==> config.mk <==
export PLATFORM = sky130hd
export DESIGN_NAME = sbox_pair_sched
export DESIGN_NICKNAME = d
export VERILOG_FILES = /design/src/rtl/sbox_pair_sched.sv
export SDC_FILE = /design/constraint.sdc
export NUM_CORES = 1
export LEC_CHECK = 0
export BUFFER_PORTS_ARGS = -buffer_cell sky130_fd_sc_hd__buf_4
export CAP_MARGIN = 20
export CORE_UTILIZATION = 37
export CTS_BUF_LIST = sky130_fd_sc_hd__clkbuf_8
export DETAILED_ROUTE_END_ITERATION = 6
export PLACE_DENSITY = 0.57
export SKIP_LAST_GASP = 1
export SYNTH_ARGS = -nofsm -noshare
export SYNTH_HDL_FRONTEND = slang
export SYNTH_SLANG_ARGS = --single-unit
==> constraint.sdc <==
create_clock -name clk -period 4.6 [get_ports clk]
set_input_delay 0.23 -clock clk [delete_from_list [all_inputs] [get_ports clk]]
set_output_delay 0.23 -clock clk [all_outputs]
set_load 0.01 [all_outputs]
==> src/rtl/sbox_pair_sched.sv <==
// Issue scheduler for the dual-lane masked S-box: pairs shared bytes into A/B slots, gates on
// fresh randomness, tracks in-flight pairs and buffers results. Build option: SBOX_CLEAR_EN.
module sbox_pair_sched #(
  parameter int unsigned SBOX_LAT   = 4,
  parameter int unsigned NBYTES     = 16,
  parameter int unsigned RND_W      = 4,
  parameter int unsigned FIFO_DEPTH = 8
) (
  input  logic                      clk,
  input  logic                      rst_n,
  input  logic                      start_i,
  output logic                      busy_o,
  output logic                      done_o,
  input  logic                      in_valid_i,
  output logic                      in_ready_o,
  input  logic [7:0]                in_sh0_i,
  input  logic [7:0]                in_sh1_i,
  input  logic                      rnd_valid_i,
  output logic                      rnd_ready_o,
  input  logic [RND_W-1:0]          rnd_a_i,
  input  logic [RND_W-1:0]          rnd_b_i,
  output logic                      iss_o,
  output logic [7:0]                sa_sh0_o,
  output logic [7:0]                sa_sh1_o,
  output logic [7:0]                sb_sh0_o,
  output logic [7:0]                sb_sh1_o,
  output logic [RND_W-1:0]          ra_o,
  output logic [RND_W-1:0]          rb_o,
  input  logic [7:0]                res_a_sh0_i,
  input  logic [7:0]                res_a_sh1_i,
  input  logic [7:0]                res_b_sh0_i,
  input  logic [7:0]                res_b_sh1_i,
  output logic                      out_valid_o,
  input  logic                      out_ready_i,
  output logic [$clog2(NBYTES)-1:0] out_idx_o,
  output logic [7:0]                out_sh0_o,
  output logic [7:0]                out_sh1_o
);

  localparam int unsigned IdxW  = $clog2(NBYTES);
  localparam int unsigned PtrW  = $clog2(FIFO_DEPTH);
  localparam int unsigned EntW  = IdxW + 16;
  localparam int unsigned InflW = $clog2(SBOX_LAT + 1) + 1;
  localparam logic [IdxW:0]   NBytesC  = (IdxW + 1)'(NBYTES);
  localparam logic [IdxW-1:0] LastPair = IdxW'(NBYTES / 2 - 1);

  typedef enum logic [1:0] {StIdle, StFill, StDrain, StDone} state_e;

  state_e              state_q, state_d;
  logic [IdxW:0]       in_cnt_q, in_cnt_d;
  logic [IdxW-1:0]     iss_cnt_q, iss_cnt_d;
  logic                ha_v_q, ha_v_d, hb_v_q, hb_v_d;
  logic [15:0]         ha_q, ha_d, hb_q, hb_d;
  logic                sl_v_q   [SBOX_LAT];
  logic [IdxW-1:0]     sl_idx_q [SBOX_LAT];
  logic [EntW-1:0]     mem_q    [FIFO_DEPTH];
  logic [PtrW-1:0]     wr_ptr_q, rd_ptr_q;
  logic [PtrW:0]       fifo_cnt_q, fifo_cnt_d;
  logic [InflW-1:0]    inflight;
  logic [IdxW-1:0]     idx_a;
  logic                issue_go, accept, push, pop;
  int                  space;

  // Free slots after reserving two FIFO entries per pair still in the shift line.
  always_comb begin
    inflight = '0;
    for (int unsigned i = 0; i < SBOX_LAT; i++) begin
      inflight = inflight + InflW'(sl_v_q[i]);
    end
    space = int'(FIFO_DEPTH) - int'(fifo_cnt_q) - 2 * int'(inflight);
  end

  assign idx_a       = iss_cnt_q << 1;
  assign issue_go    = (state_q == StFill) && ha_v_q && hb_v_q && rnd_valid_i && (space >= 2);
  assign in_ready_o  = (state_q == StFill) && (in_cnt_q < NBytesC) &&
                       (!(ha_v_q && hb_v_q) || issue_go);
  assign accept      = in_valid_i && in_ready_o;
  assign push        = sl_v_q[SBOX_LAT-1];
  assign out_valid_o = (fifo_cnt_q != '0);
  assign pop         = out_valid_o && out_ready_i;
  assign iss_o       = issue_go;
  assign rnd_ready_o = issue_go;
  assign busy_o      = (state_q != StIdle);
  assign done_o      = (state_q == StDone);
  assign {out_idx_o, out_sh0_o, out_sh1_o} = out_valid_o ? mem_q[rd_ptr_q] : '0;

  always_comb begin
    state_d   = state_q;
    in_cnt_d  = accept ? in_cnt_q + 1'b1 : in_cnt_q;
    iss_cnt_d = issue_go ? iss_cnt_q + 1'b1 : iss_cnt_q;
    ha_v_d    = ha_v_q && !issue_go;
    hb_v_d    = hb_v_q && !issue_go;
    ha_d      = ha_q;
    hb_d      = hb_q;
    if (accept) begin
      if (!ha_v_d) begin
        ha_v_d = 1'b1;
        ha_d   = {in_sh0_i, in_sh1_i};
      end else begin
        hb_v_d = 1'b1;
        hb_d   = {in_sh0_i, in_sh1_i};
      end
    end
    unique case (state_q)
      StIdle: begin
        if (start_i) begin
          state_d   = StFill;
          in_cnt_d  = '0;
          iss_cnt_d = '0;
        end
      end
      StFill:  if (issue_go && iss_cnt_q == LastPair) state_d = StDrain;
      // Leave as the final result is popped so done lands one cycle after it.
      StDrain: if (inflight == '0 && (fifo_cnt_q == '0 || (fifo_cnt_q == 1 && pop))) state_d = StDone;
      StDone:  state_d = StIdle;
      default: state_d = StIdle;
    endcase
  end

  always_comb begin
    fifo_cnt_d = fifo_cnt_q;
    if (push) fifo_cnt_d = fifo_cnt_d + (PtrW + 1)'(2);
    if (pop)  fifo_cnt_d = fifo_cnt_d - (PtrW + 1)'(1);
  end

  always_ff @(posedge clk or negedge rst_n) begin
    if (!rst_n) begin
      state_q    <= StIdle;
      in_cnt_q   <= '0;
      iss_cnt_q  <= '0;
      ha_v_q     <= 1'b0;
      hb_v_q     <= 1'b0;
      ha_q       <= '0;
      hb_q       <= '0;
      wr_ptr_q   <= '0;
      rd_ptr_q   <= '0;
      fifo_cnt_q <= '0;
      for (int unsigned i = 0; i < SBOX_LAT; i++) begin
        sl_v_q[i]   <= 1'b0;
        sl_idx_q[i] <= '0;
      end
      for (int unsigned i = 0; i < FIFO_DEPTH; i++) mem_q[i] <= '0;
    end else begin
      state_q    <= state_d;
      in_cnt_q   <= in_cnt_d;
      iss_cnt_q  <= iss_cnt_d;
      ha_v_q     <= ha_v_d;
      hb_v_q     <= hb_v_d;
      ha_q       <= ha_d;
      hb_q       <= hb_d;
      fifo_cnt_q <= fifo_cnt_d;
      sl_v_q[0]   <= issue_go;
      sl_idx_q[0] <= idx_a;
      for (int unsigned i = 1; i < SBOX_LAT; i++) begin
        sl_v_q[i]   <= sl_v_q[i-1];
        sl_idx_q[i] <= sl_idx_q[i-1];
      end
      if (push) begin
        mem_q[wr_ptr_q]              <= {sl_idx_q[SBOX_LAT-1], res_a_sh0_i, res_a_sh1_i};
        mem_q[wr_ptr_q + PtrW'(1)]   <= {sl_idx_q[SBOX_LAT-1] + IdxW'(1), res_b_sh0_i, res_b_sh1_i};
        wr_ptr_q                     <= wr_ptr_q + PtrW'(2);
      end
      if (pop) rd_ptr_q <= rd_ptr_q + PtrW'(1);
    end
  end

`ifdef SBOX_CLEAR_EN
  // Lanes carry shares only in the issue cycle.
  assign {sa_sh0_o, sa_sh1_o} = issue_go ? ha_q : '0;
  assign {sb_sh0_o, sb_sh1_o} = issue_go ? hb_q : '0;
  assign ra_o                 = issue_go ? rnd_a_i : '0;
  assign rb_o                 = issue_go ? rnd_b_i : '0;
`else
  logic [15:0]      sa_last_q, sb_last_q;
  logic [RND_W-1:0] ra_last_q, rb_last_q;

  always_ff @(posedge clk or negedge rst_n) begin
    if (!rst_n) begin
      sa_last_q <= '0;
      sb_last_q <= '0;
      ra_last_q <= '0;
      rb_last_q <= '0;
    end else if (issue_go) begin
      sa_last_q <= ha_q;
      sb_last_q <= hb_q;
      ra_last_q <= rnd_a_i;
      rb_last_q <= rnd_b_i;
    end
  end

  assign {sa_sh0_o, sa_sh1_o} = issue_go ? ha_q : sa_last_q;
  assign {sb_sh0_o, sb_sh1_o} = issue_go ? hb_q : sb_last_q;
  assign ra_o                 = issue_go ? rnd_a_i : ra_last_q;
  assign rb_o                 = issue_go ? rnd_b_i : rb_last_q;
`endif

endmodule

==> report_table.html, run 1 <==
<table>
<tr><th>Metric</th><th>Value</th></tr>
<tr><th colspan="2">Floorplanning</th></tr>
<tr><td>Core Region</td><td>30590 µm²</td></tr>
<tr><td>Horizontal extent of the die</td><td>178.2 µm</td></tr>
<tr><td>Row cnt</td><td>64</td></tr>
<tr><td>Die Ht</td><td>178.2 µm</td></tr>
<tr><td>I/O pin total</td><td>128</td></tr>
<tr><td>Starting density of the core</td><td>0.3755</td></tr>
<tr><td>Total Die Area</td><td>31760 µm²</td></tr>
<tr><th colspan="2">STA</th></tr>
<tr><td>Relative max-transition margin</td><td>0.3334</td></tr>
<tr><td>Post-route fraction of the period consumed by the critical path</td><td>0.9315</td></tr>
<tr><td>Post-Route Skew</td><td>0.02978 ns</td></tr>
<tr><td>Time the final worst path needs with I/O delays and setup</td><td>4.285 ns</td></tr>
<tr><td>Setup-failing EPs final</td><td>0</td></tr>
<tr><td>Final Max Slew Viols</td><td>0</td></tr>
<tr><td>RSZ-0062 raised after global routing</td><td>false</td></tr>
<tr><td>Maximum frequency from static timing analysis</td><td>0.2334 GHz</td></tr>
<tr><td>Slew at the pin with the worst max-slew slack</td><td>0.9999 ns</td></tr>
<tr><td>Count of endpoints failing hold in the final timing report</td><td>0</td></tr>
<tr><td>Final total negative setup slack</td><td>0 ns</td></tr>
<tr><th colspan="2">Power</th></tr>
<tr><td>Highest ir drop seen on vdd</td><td>0.3552 mV</td></tr>
<tr><td>Fraction of power consumed by combinational cells</td><td>0.371</td></tr>
<tr><td>P_leak</td><td>6.765 nW</td></tr>
<tr><td>Int Power</td><td>0.006805 W</td></tr>
<tr><td>Switching component of the power</td><td>0.003012 W</td></tr>
<tr><td>Clock network fraction of design power</td><td>0.223</td></tr>
<tr><td>Power Density</td><td>680.2 nW/µm²</td></tr>
<tr><td>Sequential share of power</td><td>0.406</td></tr>
<tr><td>Sw frac</td><td>0.3068</td></tr>
<tr><th colspan="2">Clocking</th></tr>
<tr><td>Number of clock sinks seen by CTS</td><td>266</td></tr>
<tr><td>H-Tree Depth</td><td>2</td></tr>
<tr><td>Clock tree root driver cell</td><td>clkbuf_8</td></tr>
<tr><td>CTS tree</td><td>done</td></tr>
<tr><td>CTS buffer count</td><td>47</td></tr>
<tr><td>Postcts setup bufs</td><td>0</td></tr>
<tr><td>Clk_lat worst skew</td><td>0.56 ns</td></tr>
<tr><td>Maximum buffer depth of the clock tree</td><td>3</td></tr>
<tr><td>CTS clock-pin slew for the worst setup and hold paths</td><td>0.06 ns</td></tr>
<tr><th colspan="2">Route</th></tr>
<tr><td>Drt total wl</td><td>23.00 mm</td></tr>
<tr><td>Total number of vias</td><td>6847</td></tr>
<tr><td>Number of remaining DRC errors</td><td>0</td></tr>
<tr><td>Number of design-rule violations left by the first detailed-router iteration</td><td>266</td></tr>
<tr><td>Post-detailed-route via-to-cell ratio</td><td>4.818</td></tr>
<tr><td>Detailed-route wire length per cell</td><td>16.19 µm</td></tr>
<tr><td>Pre-antenna DRT Iters</td><td>4</td></tr>
<tr><td>Residual antenna-violating net count after detailed routing</td><td>0</td></tr>
<tr><th colspan="2">Global route</th></tr>
<tr><td>Global-route wire length before repair</td><td>37.91 mm</td></tr>
<tr><td>Global-route total usage across every layer</td><td>0.1512</td></tr>
<tr><td>Global route total overflow</td><td>0</td></tr>
<tr><td>Number of antenna violations at the first check in global routing</td><td>0</td></tr>
<tr><td>Number of global-route vias before repair</td><td>7394</td></tr>
<tr><td>Pin count of the biggest net entering global routing</td><td>132</td></tr>
<tr><th colspan="2">Synth</th></tr>
<tr><td>Most instantiated flip-flop cell in the synthesis netlist</td><td>dfrtp_1</td></tr>
<tr><td>Dominant cells by area after synthesis</td><td>dfrtp_1 (58%), mux2_2 (19%), mux4_2 (7.5%), ha_1 (2.4%), mux2i_1 (2.1%)</td></tr>
<tr><td>Sequential-to-total area share from yosys stat</td><td>0.5795</td></tr>
<tr><td>Net count after synthesis</td><td>871</td></tr>
<tr><td>Synthesis-stage register bit count</td><td>266</td></tr>
<tr><td>Most instantiated library cell after synthesis</td><td>dfrtp_1</td></tr>
<tr><td>Number of flops mapped to enable cells by yosys</td><td>0</td></tr>
<tr><td>Post-synthesis cell type with the largest combined area</td><td>dfrtp_1</td></tr>
<tr><td>Synth top area share</td><td>0.5795</td></tr>
<tr><td>Share of flip-flops with an asynchronous set or reset</td><td>1.000</td></tr>
<tr><td>Mean area per synthesized cell</td><td>14.63 µm²</td></tr>
<tr><td>Mapped Area</td><td>11490 µm²</td></tr>
<tr><td>Warnings, synthesis</td><td>0</td></tr>
<tr><td>Count of distinct cell types in the synthesized netlist</td><td>36</td></tr>
<tr><td>Commonest cells post-synth</td><td>dfrtp_1 (266), mux2_2 (192), nand2_1 (64), mux4_2 (38), nor2_1 (30)</td></tr>
<tr><td>Number of instances in the synthesized netlist</td><td>785</td></tr>
<tr><th colspan="2">Layout</th></tr>
<tr><td>Share of layout cells above drive strength 1</td><td>0.4449</td></tr>
<tr><td>Cell area after layout</td><td>14430 µm²</td></tr>
<tr><td>Area growth from synthesis to final layout</td><td>25.64%</td></tr>
<tr><td># nets final</td><td>1076</td></tr>
<tr><td>Antenna diode count</td><td>0</td></tr>
<tr><th colspan="2">Setup path</th></tr>
<tr><td>Worst-case reg-to-reg path depth</td><td>11</td></tr>
<tr><td>Cell with the largest stage delay on the worst path</td><td>fa_1</td></tr>
<tr><td>Largest stage delay, worst path</td><td>0.53 ns</td></tr>
<tr><td>Data arrival time of the critical path</td><td>4.05 ns</td></tr>
<tr><td>Path type of the worst setup path</td><td>reg -&gt; out</td></tr>
<tr><td>Nature of the critical path endpoint</td><td>primary output</td></tr>
<tr><td>Crit start category</td><td>flop</td></tr>
<tr><td>Ordered list of cells on the worst path</td><td>inv_1, fa_1, inv_1, ha_1, ha_1, fa_1, xor2_1, a311oi_2, nand2_2, buf_4, a311oi_1, buf_4</td></tr>
<tr><td>Required @ worst endpoint</td><td>4.37 ns</td></tr>
<tr><td>Maximum fanout encountered on the critical timing path</td><td>46</td></tr>
<tr><th colspan="2">Status</th></tr>
<tr><td>Outcome</td><td>finished clean</td></tr>
<tr><th colspan="2">Place</th></tr>
<tr><td>Global placer's final weighted congestion</td><td>0.6976</td></tr>
<tr><td>Post-detail-place hpwl</td><td>14.25 mm</td></tr>
<tr><td>Count of buffers inserted at the top-level ports</td><td>127</td></tr>
<tr><td>Instance area after placement</td><td>12870 µm²</td></tr>
<tr><th colspan="2">Hold path</th></tr>
<tr><td>Depth of the worst hold-timing path</td><td>4</td></tr>
<tr><td>Worst min-delay path category</td><td>in -&gt; reg</td></tr>
<tr><th colspan="2">Job</th></tr>
<tr><td>Number of max-cap violations</td><td>0</td></tr>
</table>
==> cells in the final DEF, fill, tap and decap left out, types with 4 or more instances in the layout <==
cell / Yosys / routed
xor2_1: 8 / 8
nand2b_1: 6 / 6
o21ai_0: 5 / 5
nand3_1: 19 / 19
mux2_4: 10 / 10
buf_4: 1 / 138
xnor2_1: 7 / 7
nor2_1: 30 / 30
inv_1: 23 / 36
ha_1: 22 / 22
mux4_2: 38 / 38
dfrtp_1: 266 / 264
clkbuf_8: 0 / 64
clkinv_2: 0 / 4
mux2_2: 192 / 192
dlygate4sd3_1: 0 / 58
nand2_1: 64 / 63
mux2i_1: 24 / 24
==> power groups by stage <==
stage / Sequential [W] / Combinational [W] / Clock [W]
detailed placement: 0.00403 / 0.00366 / 0
global route: 0.00413 / 0.00401 / 0.00239
global placement: 0.00402 / 0.00359 / 0
CTS: 0.00400 / 0.00371 / 0.00229
floorplan: 0.00376 / 0.00264 / 0
finish: 0.00399 / 0.00364 / 0.00219
==> registers in the layout, indices dropped and copies added, names as in the netlist, 5 cells and up <==
name and cells:
ha_q 16, in_cnt_q 5, hb_q 16, sb_last_q 16, sa_last_q 16, mem_q 156
sl_idx_q 12
==> final timing paths <==
check	start	endpoint	slack, ns
worst min-delay path	start_i	in_cnt_q[4]	0.05
min in group asynchronous	rst_n	mem_q[52]	0.40
max in group asynchronous	rst_n	mem_q[60]	3.03
worst max register to register	sl_v_q[1]	ha_q[5]	0.95
worst min register to register	sl_idx_q[7]	sl_idx_q[3]	0.32
worst max-delay path	sl_v_q[1]	in_ready_o	0.32
==> what timing repair did <==
action / in CTS / in global routing
hold endpoints to repair: 299 / 0
hold buffers: 58 / 0
resized for setup: 0 / 0
==> metal layers <==
metal  up-vias  track usage  part of all wire
met3        44      0.04135             0.060
met1      3467       0.1888              0.44
met5         -            0                 0
met2       148       0.2542              0.48
li1       3188            -                 -
met4         0      0.04732             0.019
==> stage by stage <==
step | hold WS (ns) | worst slack [ns] | util | instances | total power [W]
after floorplan | -0.06559 | 0.7095 | - | 785 | 0.006391
after global placement | 0.3317 | 0.8349 | 0.4207 | 1279 | 0.007610
after detailed placement | 0.3347 | 0.8592 | 0.4207 | 1279 | 0.007695
after CTS | 0.01637 | 0.2440 | 0.4718 | 1421 | 0.009997
after global routing | 0.05406 | 0.02180 | 0.4718 | 1421 | 0.01053
final | 0.05438 | 0.3151 | 0.4718 | 1421 | 0.009817
==> critical path, delay by kind of cell, from the launching register on <==
| family | cells | cell delay [ns] |
|---|---|---|
| AO/OA/AOI/OAI | 2 | 0.84 |
| XOR/XNOR | 1 | 0.18 |
| adder cells (fa/ha/maj) | 4 | 1.43 |
| buffers and inverters | 4 | 0.61 |
| flip-flops | 1 | 0.34 |
| AND/OR/NAND/NOR | 1 | 0.10 |
==> area by class of cell <==
| type | instances | area (µm²) |
|---|---|---|
| fillers | 2749 | 16160 |
| inverters | 23 | 86.33 |
| clock inverters | 20 | 101.3 |
| clock buffers | 64 | 880.8 |
| repair buffers | 198 | 1652 |
| flip-flops and latches | 266 | 6659 |
| well taps | 396 | 495.5 |
| multi-input cells | 454 | 4558 |
==> logic make-up after synthesis <==
| group | synth area share |
|---|---|
| AO/OA/AOI/OAI | 0.01187 |
| multiplexers | 0.2967 |
| adder cells (fa/ha/maj) | 0.02745 |
| buffers and inverters | 0.02396 |
| flip-flops | 0.5795 |
| AND/OR/NAND/NOR | 0.04912 |
| XOR/XNOR | 0.01144 |
(Power assumes the default switching activity.)
==> inputs of run 2 (changes only) <==
--- a/config.mk
+++ b/config.mk
@@ -11,6 +11,7 @@
 export CTS_BUF_LIST = sky130_fd_sc_hd__clkbuf_8
 export DETAILED_ROUTE_END_ITERATION = 6
 export PLACE_DENSITY = 0.57
+export REMOVE_ABC_BUFFERS = 1
 export SKIP_LAST_GASP = 1
 export SYNTH_ARGS = -nofsm -noshare
 export SYNTH_HDL_FRONTEND = slang
==> run 2 against run 1 <==
Setup slack gained 0.035 ns. Via count fell by 0.23%. Routed wire length is 2.8% higher. Flip-flop and latch count unchanged. Combinational power is 1% higher. Total power increased by 0.85%. Clock power is 2% higher. Die area unchanged. Clock skew decreased by 0.014 ns. Critical path depth unchanged. First-iteration DRC count down 0.75%. Clock-buffer cell count unchanged. Critical path type unchanged.
==> report_table.html, run 2 (synthesis results as in run 1) <==
<table>
<tr><th>Metric</th><th>Value</th></tr>
<tr><th colspan="2">Layout</th></tr>
<tr><td>Final Non-Filler Cells</td><td>1422</td></tr>
<tr><td>Commonest non-fill, non-tap cell in the layout</td><td>dfrtp_1</td></tr>
<tr><td>Area growth from synthesis to final layout</td><td>26.01%</td></tr>
<tr><td>Cell area after layout</td><td>14480 µm²</td></tr>
<tr><td>Max reg flops</td><td>156</td></tr>
<tr><td>Leading cell types in the layout, fill and taps excluded</td><td>dfrtp_1 (264), mux2_2 (192), buf_4 (136)</td></tr>
<tr><td># nets final</td><td>1075</td></tr>
<tr><td>Largest reg by FF count</td><td>mem_q</td></tr>
<tr><td>Share of layout cells above drive strength 1</td><td>0.4482</td></tr>
<tr><td>Final standard cell utilization of the core</td><td>0.4732</td></tr>
<tr><th colspan="2">Floorplanning</th></tr>
<tr><td>I/O pin total</td><td>128</td></tr>
<tr><td>Starting density of the core</td><td>0.3755</td></tr>
<tr><td>Row cnt</td><td>64</td></tr>
<tr><td>Total Die Area</td><td>31760 µm²</td></tr>
<tr><td>Horizontal extent of the die</td><td>178.2 µm</td></tr>
<tr><td>Core Region</td><td>30590 µm²</td></tr>
<tr><td>Die Ht</td><td>178.2 µm</td></tr>
<tr><th colspan="2">Global route</th></tr>
<tr><td>Global-route total usage across every layer</td><td>0.1581</td></tr>
<tr><td>Pin count of the biggest net entering global routing</td><td>113</td></tr>
<tr><td>Busiest layer in global routing</td><td>met2</td></tr>
<tr><td>Global-route wire length before repair</td><td>39.50 mm</td></tr>
<tr><td>Number of global-route vias before repair</td><td>7447</td></tr>
<tr><td>GR Layer Usage met2</td><td>0.2434</td></tr>
<tr><td>Number of antenna violations at the first check in global routing</td><td>2</td></tr>
<tr><td>Global-route track usage on met3</td><td>0.03708</td></tr>
<tr><td>Global route total overflow</td><td>0</td></tr>
<tr><td>Met1 usage in global routing</td><td>0.2216</td></tr>
<tr><th colspan="2">STA</th></tr>
<tr><td>RSZ-0062 raised after global routing</td><td>false</td></tr>
<tr><td>Relative max-transition margin</td><td>0.2821</td></tr>
<tr><td>Crit path setup slack, layout</td><td>0.3502 ns</td></tr>
<tr><td>Maximum frequency from static timing analysis</td><td>0.2353 GHz</td></tr>
<tr><td>Slew at the pin with the worst max-slew slack</td><td>1.073 ns</td></tr>
<tr><td>Final total negative setup slack</td><td>0 ns</td></tr>
<tr><td>Final Max Slew Viols</td><td>0</td></tr>
<tr><td>Count of endpoints failing hold in the final timing report</td><td>0</td></tr>
<tr><td>Post-Route Skew</td><td>0.01562 ns</td></tr>
<tr><td>Time the final worst path needs with I/O delays and setup</td><td>4.250 ns</td></tr>
<tr><td>Setup-failing EPs final</td><td>0</td></tr>
<tr><td>Post-route fraction of the period consumed by the critical path</td><td>0.9239</td></tr>
<tr><th colspan="2">Power</th></tr>
<tr><td>P_leak</td><td>6.789 nW</td></tr>
<tr><td>Clock network fraction of design power</td><td>0.225</td></tr>
<tr><td>Switching component of the power</td><td>0.003040 W</td></tr>
<tr><td>Highest ir drop seen on vdd</td><td>0.3712 mV</td></tr>
<tr><td>Sw frac</td><td>0.3070</td></tr>
<tr><td>Power Density</td><td>684.0 nW/µm²</td></tr>
<tr><td>Int Power</td><td>0.006861 W</td></tr>
<tr><td>Fraction of power consumed by combinational cells</td><td>0.371</td></tr>
<tr><td>Sequential share of power</td><td>0.403</td></tr>
<tr><th colspan="2">Job</th></tr>
<tr><td>Number of max-cap violations</td><td>0</td></tr>
<tr><th colspan="2">Clocking</th></tr>
<tr><td>H-Tree Depth</td><td>2</td></tr>
<tr><td>Maximum buffer depth of the clock tree</td><td>3</td></tr>
<tr><td>Number of clock sinks seen by CTS</td><td>266</td></tr>
<tr><td>Number of instances resized during post-cts repair</td><td>0</td></tr>
<tr><td>CTS buffer count</td><td>46</td></tr>
<tr><td>Clk_lat worst skew</td><td>0.54 ns</td></tr>
<tr><td>CTS clock-pin slew for the worst setup and hold paths</td><td>0.06 ns</td></tr>
<tr><td>CTS tree</td><td>done</td></tr>
<tr><td>Clock tree root driver cell</td><td>clkbuf_8</td></tr>
<tr><th colspan="2">Place</th></tr>
<tr><td>DP Worst Slack</td><td>0.8889 ns</td></tr>
<tr><td>Count of buffers inserted at the top-level ports</td><td>127</td></tr>
<tr><td>Global placer's final weighted congestion</td><td>0.6919</td></tr>
<tr><td>Number of instances in the placed design</td><td>1277</td></tr>
<tr><td>Instance area after placement</td><td>12860 µm²</td></tr>
<tr><td>Post-detail-place hpwl</td><td>14.49 mm</td></tr>
<tr><th colspan="2">Route</th></tr>
<tr><td>Number of design-rule violations left by the first detailed-router iteration</td><td>264</td></tr>
<tr><td>Post-detailed-route via-to-cell ratio</td><td>4.804</td></tr>
<tr><td>Pre-antenna DRT Iters</td><td>4</td></tr>
<tr><td>Drt total wl</td><td>23.65 mm</td></tr>
<tr><td>Detailed-route wire length per cell</td><td>16.63 µm</td></tr>
<tr><td>Number of remaining DRC errors</td><td>0</td></tr>
<tr><td>Residual antenna-violating net count after detailed routing</td><td>0</td></tr>
<tr><td>Total number of vias</td><td>6831</td></tr>
<tr><th colspan="2">Setup path</th></tr>
<tr><td>Path type of the worst setup path</td><td>reg -&gt; out</td></tr>
<tr><td>Worst reg-to-reg setup slack</td><td>0.95 ns</td></tr>
<tr><td>End of the worst register-to-register path</td><td>ha_q[12]</td></tr>
<tr><td>Nature of the critical path endpoint</td><td>primary output</td></tr>
<tr><td>Maximum fanout encountered on the critical timing path</td><td>46</td></tr>
<tr><td>Data arrival time of the critical path</td><td>4.02 ns</td></tr>
<tr><td>Required @ worst endpoint</td><td>4.37 ns</td></tr>
<tr><td>Crit start category</td><td>flop</td></tr>
<tr><td>Crit Reg-Reg Startpoint</td><td>sl_v_q[1]</td></tr>
<tr><td>Worst-case reg-to-reg path depth</td><td>11</td></tr>
<tr><th colspan="2">Hold path</th></tr>
<tr><td>Depth of the worst hold-timing path</td><td>4</td></tr>
<tr><td>Worst min-delay path startpoint</td><td>start_i</td></tr>
<tr><td>Hold Path End</td><td>in_cnt_q[4]</td></tr>
<tr><td>Worst min-delay path category</td><td>in -&gt; reg</td></tr>
<tr><th colspan="2">Status</th></tr>
<tr><td>Outcome</td><td>finished clean</td></tr>
</table>
## run 2: changes by cell type in the layout (fill, tap and decap cells not counted)
cell,before,now
nand2_2,1,5
clkinvlp_4,1,0
inv_6,1,0
clkinv_8,1,0
nand2_1,63,59
buf_12,1,3
clkinv_2,4,5
bufinv_16,0,1
diode_2,0,2
buf_4,138,136
## run 2: layer usage
metal,vias up,share of wire
met2,157,0.44
met1,3433,0.48
met4,0,0.021
li1,3196,-
met5,-,0
met3,45,0.053
## run 2: worst max-delay path: stages (launching register included)
cell and delay, ns:
dfrtp_1 0.34, inv_1 0.06, fa_1 0.53, inv_1 0.04
ha_1 0.17, ha_1 0.32, fa_1 0.41, xor2_1 0.18
a311oi_2 0.47, nand2_2 0.10, buf_4 0.33, mux2_2 0.37
buf_4 0.15
## run 2: final cells by class
type | instances | area (µm²)
repair buffers | 198 | 1677
multi-input cells | 454 | 4568
clock inverters | 19 | 103.9
flip-flops and latches | 266 | 6659
inverters | 23 | 86.33
diodes | 2 | 5.005
fillers | 2755 | 16110
well taps | 396 | 495.5
clock buffers | 64 | 880.8
## run 2: repair_timing
| action | in CTS | in global routing |
|---|---|---|
| hold buffers | 58 | 0 |
| endpoints found under the hold margin | 264 | 0 |
| buffers inserted | 0 | 0 |
## run 2: per-stage QoR
stage	total power [W]	hold slack (ns)
6_report	0.009901	0.05527
5_1_grt	0.01066	0.06071
2_1_floorplan	0.006355	-0.06559
4_1_cts	0.01007	0.006653
3_5_place_dp	0.007734	0.3240
3_3_place_gp	0.007648	0.3330
## run 2: power by group through the flow
stage,Combinational [W],Sequential [W],Clock (W)
final,0.00368,0.00399,0.00223
after global routing,0.00408,0.00415,0.00243
after detailed placement,0.00370,0.00403,0
after CTS,0.00375,0.00400,0.00232
after floorplan,0.00244,0.00392,0
after global placement,0.00363,0.00402,0
## run 2: worst max-delay path by stage
stage | startpoint | to | slack [ns] | depth (start not counted)
finish | sl_v_q[1] | sa_sh1_o[5] | 0.35 | 12
global route | sl_v_q[1] | in_ready_o | 0.13 | 12
CTS | sl_v_q[1] | sa_sh1_o[5] | 0.29 | 12
detailed placement | sl_v_q[1] | sa_sh1_o[5] | 0.89 | 12
global placement | sl_v_q[1] | sa_sh1_o[5] | 0.94 | 12
floorplan | push | ha_q[10] | -0.18 | 11
==> inputs of run 3 (changes only) <==
==> constraint.sdc (replaced) <==
create_clock -name clk -period 4.1 [get_ports clk]
set_input_delay 0.205 -clock clk [delete_from_list [all_inputs] [get_ports clk]]
set_output_delay 0.205 -clock clk [all_outputs]
set_load 0.01 [all_outputs]
==> run 3 against run 2 <==
Clock-buffer cell count unchanged. Sequential share of layout area down 0.48 points. Clock power up 9.4%. Total power up 13%. Largest cell class unchanged.
==> report_table.html, run 3 (synthesis results as in run 1) <==
<table>
<tr><th>Metric</th><th>Value</th></tr>
<tr><th colspan="2">Layout</th></tr>
<tr><td>Final Non-Filler Cells</td><td>1429</td></tr>
<tr><td>Max reg flops</td><td>156</td></tr>
<tr><td>Area growth from synthesis to final layout</td><td>27.34%</td></tr>
<tr><td>Largest reg by FF count</td><td>mem_q</td></tr>
<tr><td># fillers</td><td>2754</td></tr>
<tr><td>Leading cell types in the layout, fill and taps excluded</td><td>dfrtp_1 (264), mux2_2 (191), buf_4 (136)</td></tr>
<tr><td># nets final</td><td>1082</td></tr>
<tr><td>Share of layout cells above drive strength 1</td><td>0.4568</td></tr>
<tr><td>Commonest non-fill, non-tap cell in the layout</td><td>dfrtp_1</td></tr>
<tr><th colspan="2">Hold path</th></tr>
<tr><td>Worst min-delay path category</td><td>in -&gt; reg</td></tr>
<tr><th colspan="2">Place</th></tr>
<tr><td>Count of buffers inserted at the top-level ports</td><td>127</td></tr>
<tr><td>DP Worst Slack</td><td>0.3217 ns</td></tr>
<tr><td>Number of instances in the placed design</td><td>1278</td></tr>
<tr><td>Post-detail-place hpwl</td><td>14.37 mm</td></tr>
<tr><td>Global placer's final weighted congestion</td><td>0.6906</td></tr>
<tr><th colspan="2">Route</th></tr>
<tr><td>Residual antenna-violating net count after detailed routing</td><td>0</td></tr>
<tr><td>Post-detailed-route via-to-cell ratio</td><td>4.846</td></tr>
<tr><td>Total number of vias</td><td>6925</td></tr>
<tr><td>Detailed-route wire length per cell</td><td>17.02 µm</td></tr>
<tr><td>Pre-antenna DRT Iters</td><td>4</td></tr>
<tr><td>Drt total wl</td><td>24.33 mm</td></tr>
<tr><td>Number of design-rule violations left by the first detailed-router iteration</td><td>252</td></tr>
<tr><td>Number of remaining DRC errors</td><td>0</td></tr>
<tr><th colspan="2">Global route</th></tr>
<tr><td>Number of antenna violations at the first check in global routing</td><td>2</td></tr>
<tr><td>Number of global-route vias before repair</td><td>7499</td></tr>
<tr><td>Global route total overflow</td><td>0</td></tr>
<tr><td>Global-route total usage across every layer</td><td>0.1578</td></tr>
<tr><td>Global-route wire length before repair</td><td>39.49 mm</td></tr>
<tr><td>Pin count of the biggest net entering global routing</td><td>123</td></tr>
<tr><th colspan="2">Setup path</th></tr>
<tr><td>Buf+Inv Stages, Crit Path</td><td>4</td></tr>
<tr><td>Maximum fanout encountered on the critical timing path</td><td>8</td></tr>
<tr><td>Path type of the worst setup path</td><td>reg -&gt; out</td></tr>
<tr><td>Dominant delay contributor by cell family on the critical path</td><td>adder cells</td></tr>
<tr><td>Ordered list of cells on the worst path</td><td>inv_1, fa_1, inv_1, ha_4, ha_2, fa_2, a311oi_2, nand2_4, clkbuf_16, mux2_4, buf_4</td></tr>
<tr><td>Largest stage delay, worst path</td><td>0.53 ns</td></tr>
<tr><td>Cell with the largest stage delay on the worst path</td><td>fa_1</td></tr>
<tr><td>Most Frequent Cell on Critical Path</td><td>inv_1</td></tr>
<tr><td>Data arrival time of the critical path</td><td>3.69 ns</td></tr>
<tr><td>Required @ worst endpoint</td><td>3.89 ns</td></tr>
<tr><td>Nature of the critical path endpoint</td><td>primary output</td></tr>
<tr><td>Crit start category</td><td>flop</td></tr>
<tr><th colspan="2">Clocking</th></tr>
<tr><td>Clk_lat worst skew</td><td>0.55 ns</td></tr>
<tr><td>CTS tree</td><td>done</td></tr>
<tr><td>CTS buffer count</td><td>46</td></tr>
<tr><td>H-Tree Depth</td><td>2</td></tr>
<tr><td>Number of clock sinks seen by CTS</td><td>266</td></tr>
<tr><td>CTS clock-pin slew for the worst setup and hold paths</td><td>0.06 ns</td></tr>
<tr><td>Maximum buffer depth of the clock tree</td><td>3</td></tr>
<tr><td>Clock tree root driver cell</td><td>clkbuf_8</td></tr>
<tr><th colspan="2">STA</th></tr>
<tr><td>Maximum frequency from static timing analysis</td><td>0.2567 GHz</td></tr>
<tr><td>Setup-failing EPs final</td><td>0</td></tr>
<tr><td>Time the final worst path needs with I/O delays and setup</td><td>3.896 ns</td></tr>
<tr><td>Crit path setup slack, layout</td><td>0.2042 ns</td></tr>
<tr><td>Post-Route Skew</td><td>0.01557 ns</td></tr>
<tr><td>Slew at the pin with the worst max-slew slack</td><td>1.071 ns</td></tr>
<tr><td>Post-route fraction of the period consumed by the critical path</td><td>0.9502</td></tr>
<tr><td>Count of endpoints failing hold in the final timing report</td><td>0</td></tr>
<tr><td>RSZ-0062 raised after global routing</td><td>false</td></tr>
<tr><td>Final Max Slew Viols</td><td>0</td></tr>
<tr><td>Final total negative setup slack</td><td>0 ns</td></tr>
<tr><td>Relative max-transition margin</td><td>0.2837</td></tr>
<tr><th colspan="2">Power</th></tr>
<tr><td>P_leak</td><td>6.845 nW</td></tr>
<tr><td>Power Density</td><td>763.2 nW/µm²</td></tr>
<tr><td>Highest ir drop seen on vdd</td><td>0.4025 mV</td></tr>
<tr><td>Total Power</td><td>0.01116 W</td></tr>
<tr><th colspan="2">Floorplanning</th></tr>
<tr><td>Core Region</td><td>30590 µm²</td></tr>
<tr><td>I/O pin total</td><td>128</td></tr>
<tr><td>Die Ht</td><td>178.2 µm</td></tr>
<tr><td>Starting density of the core</td><td>0.3755</td></tr>
<tr><td>Horizontal extent of the die</td><td>178.2 µm</td></tr>
<tr><td>Row cnt</td><td>64</td></tr>
<tr><td>Total Die Area</td><td>31760 µm²</td></tr>
<tr><th colspan="2">Status</th></tr>
<tr><td>Outcome</td><td>finished clean</td></tr>
<tr><th colspan="2">Job</th></tr>
<tr><td>Number of max-cap violations</td><td>0</td></tr>
</table>
[run 3: cell types whose count changed in the layout (fill, tap and decap cells not counted), moves of 2 or more]
cell / previous run / this run
ha_4: 0 / 2
ha_1: 22 / 19
buf_6: 0 / 3
clkbuf_16: 0 / 3
[run 3: worst paths after layout]
check / startpoint / endpoint / slack [ns] / cells past startpoint
max in group asynchronous: rst_n / sb_last_q[7] / 2.71 / 3
min in group asynchronous: rst_n / mem_q[15] / 0.35 / 2
max: sl_v_q[1] / sb_sh1_o[2] / 0.20 / 11
min reg2reg: sl_idx_q[7] / sl_idx_q[3] / 0.33 / 0
min: in_valid_i / ha_v_q / 0.09 / 3
max reg2reg: sl_v_q[1] / ha_q[0] / 0.50 / 11
[run 3: metrics by stage]
stage | utilization | cell area (µm²) | hold slack, ns
final | 0.4782 | 14630 | 0.09239
after CTS | 0.4728 | 14460 | 0.05169
after floorplan | - | 11300 | -0.09059
after global placement | 0.4218 | 12900 | 0.3333
after global routing | 0.4782 | 14630 | 0.08150
after detailed placement | 0.4218 | 12900 | 0.3365
[run 3: power breakdown]
group | total (W) | internal [W] | switching, W
Clock | 0.00244 | 0.00138 | 0.00106
Combinational | 0.00426 | 0.00251 | 0.00176
Sequential | 0.00446 | 0.00381 | 0.000644
[run 3: final cells by class]
cell class              instances  area, µm²  share of cell area
clock buffers                  64      880.8             0.06022
well taps                     396      495.5             0.03387
diodes                          2      5.005           0.0003421
repair buffers                205       1795              0.1227
flip-flops and latches        266       6659              0.4552
inverters                      23      86.33            0.005902
clock inverters                19      81.33            0.005560
multi-input cells             454       4624              0.3161
[run 3: tightest hold or removal path: stages]
cell      delay (ns)
buf_4           0.08
nand3b_1        0.20
nand2_1         0.11
[run 3: timing repair]
item	4_1_cts	5_1_grt
setup endpoints to repair	41	41
gates cloned	0	6
hold buffers	59	0
resized for setup	0	8
hold endpoints to repair	290	0
pin swaps	1	3
buffers inserted	1	0
[run 3: layer usage]
| metal | track usage | vias up | routed length, µm |
|---|---|---|---|
| li1 | - | 3210 | - |
| met1 | 0.2040 | 3531 | 11180 |
| met2 | 0.2568 | 143 | 11290 |
| met3 | 0.04518 | 41 | 1409 |
| met4 | 0.04661 | 0 | 449 |
| met5 | 0 | - | 0 |
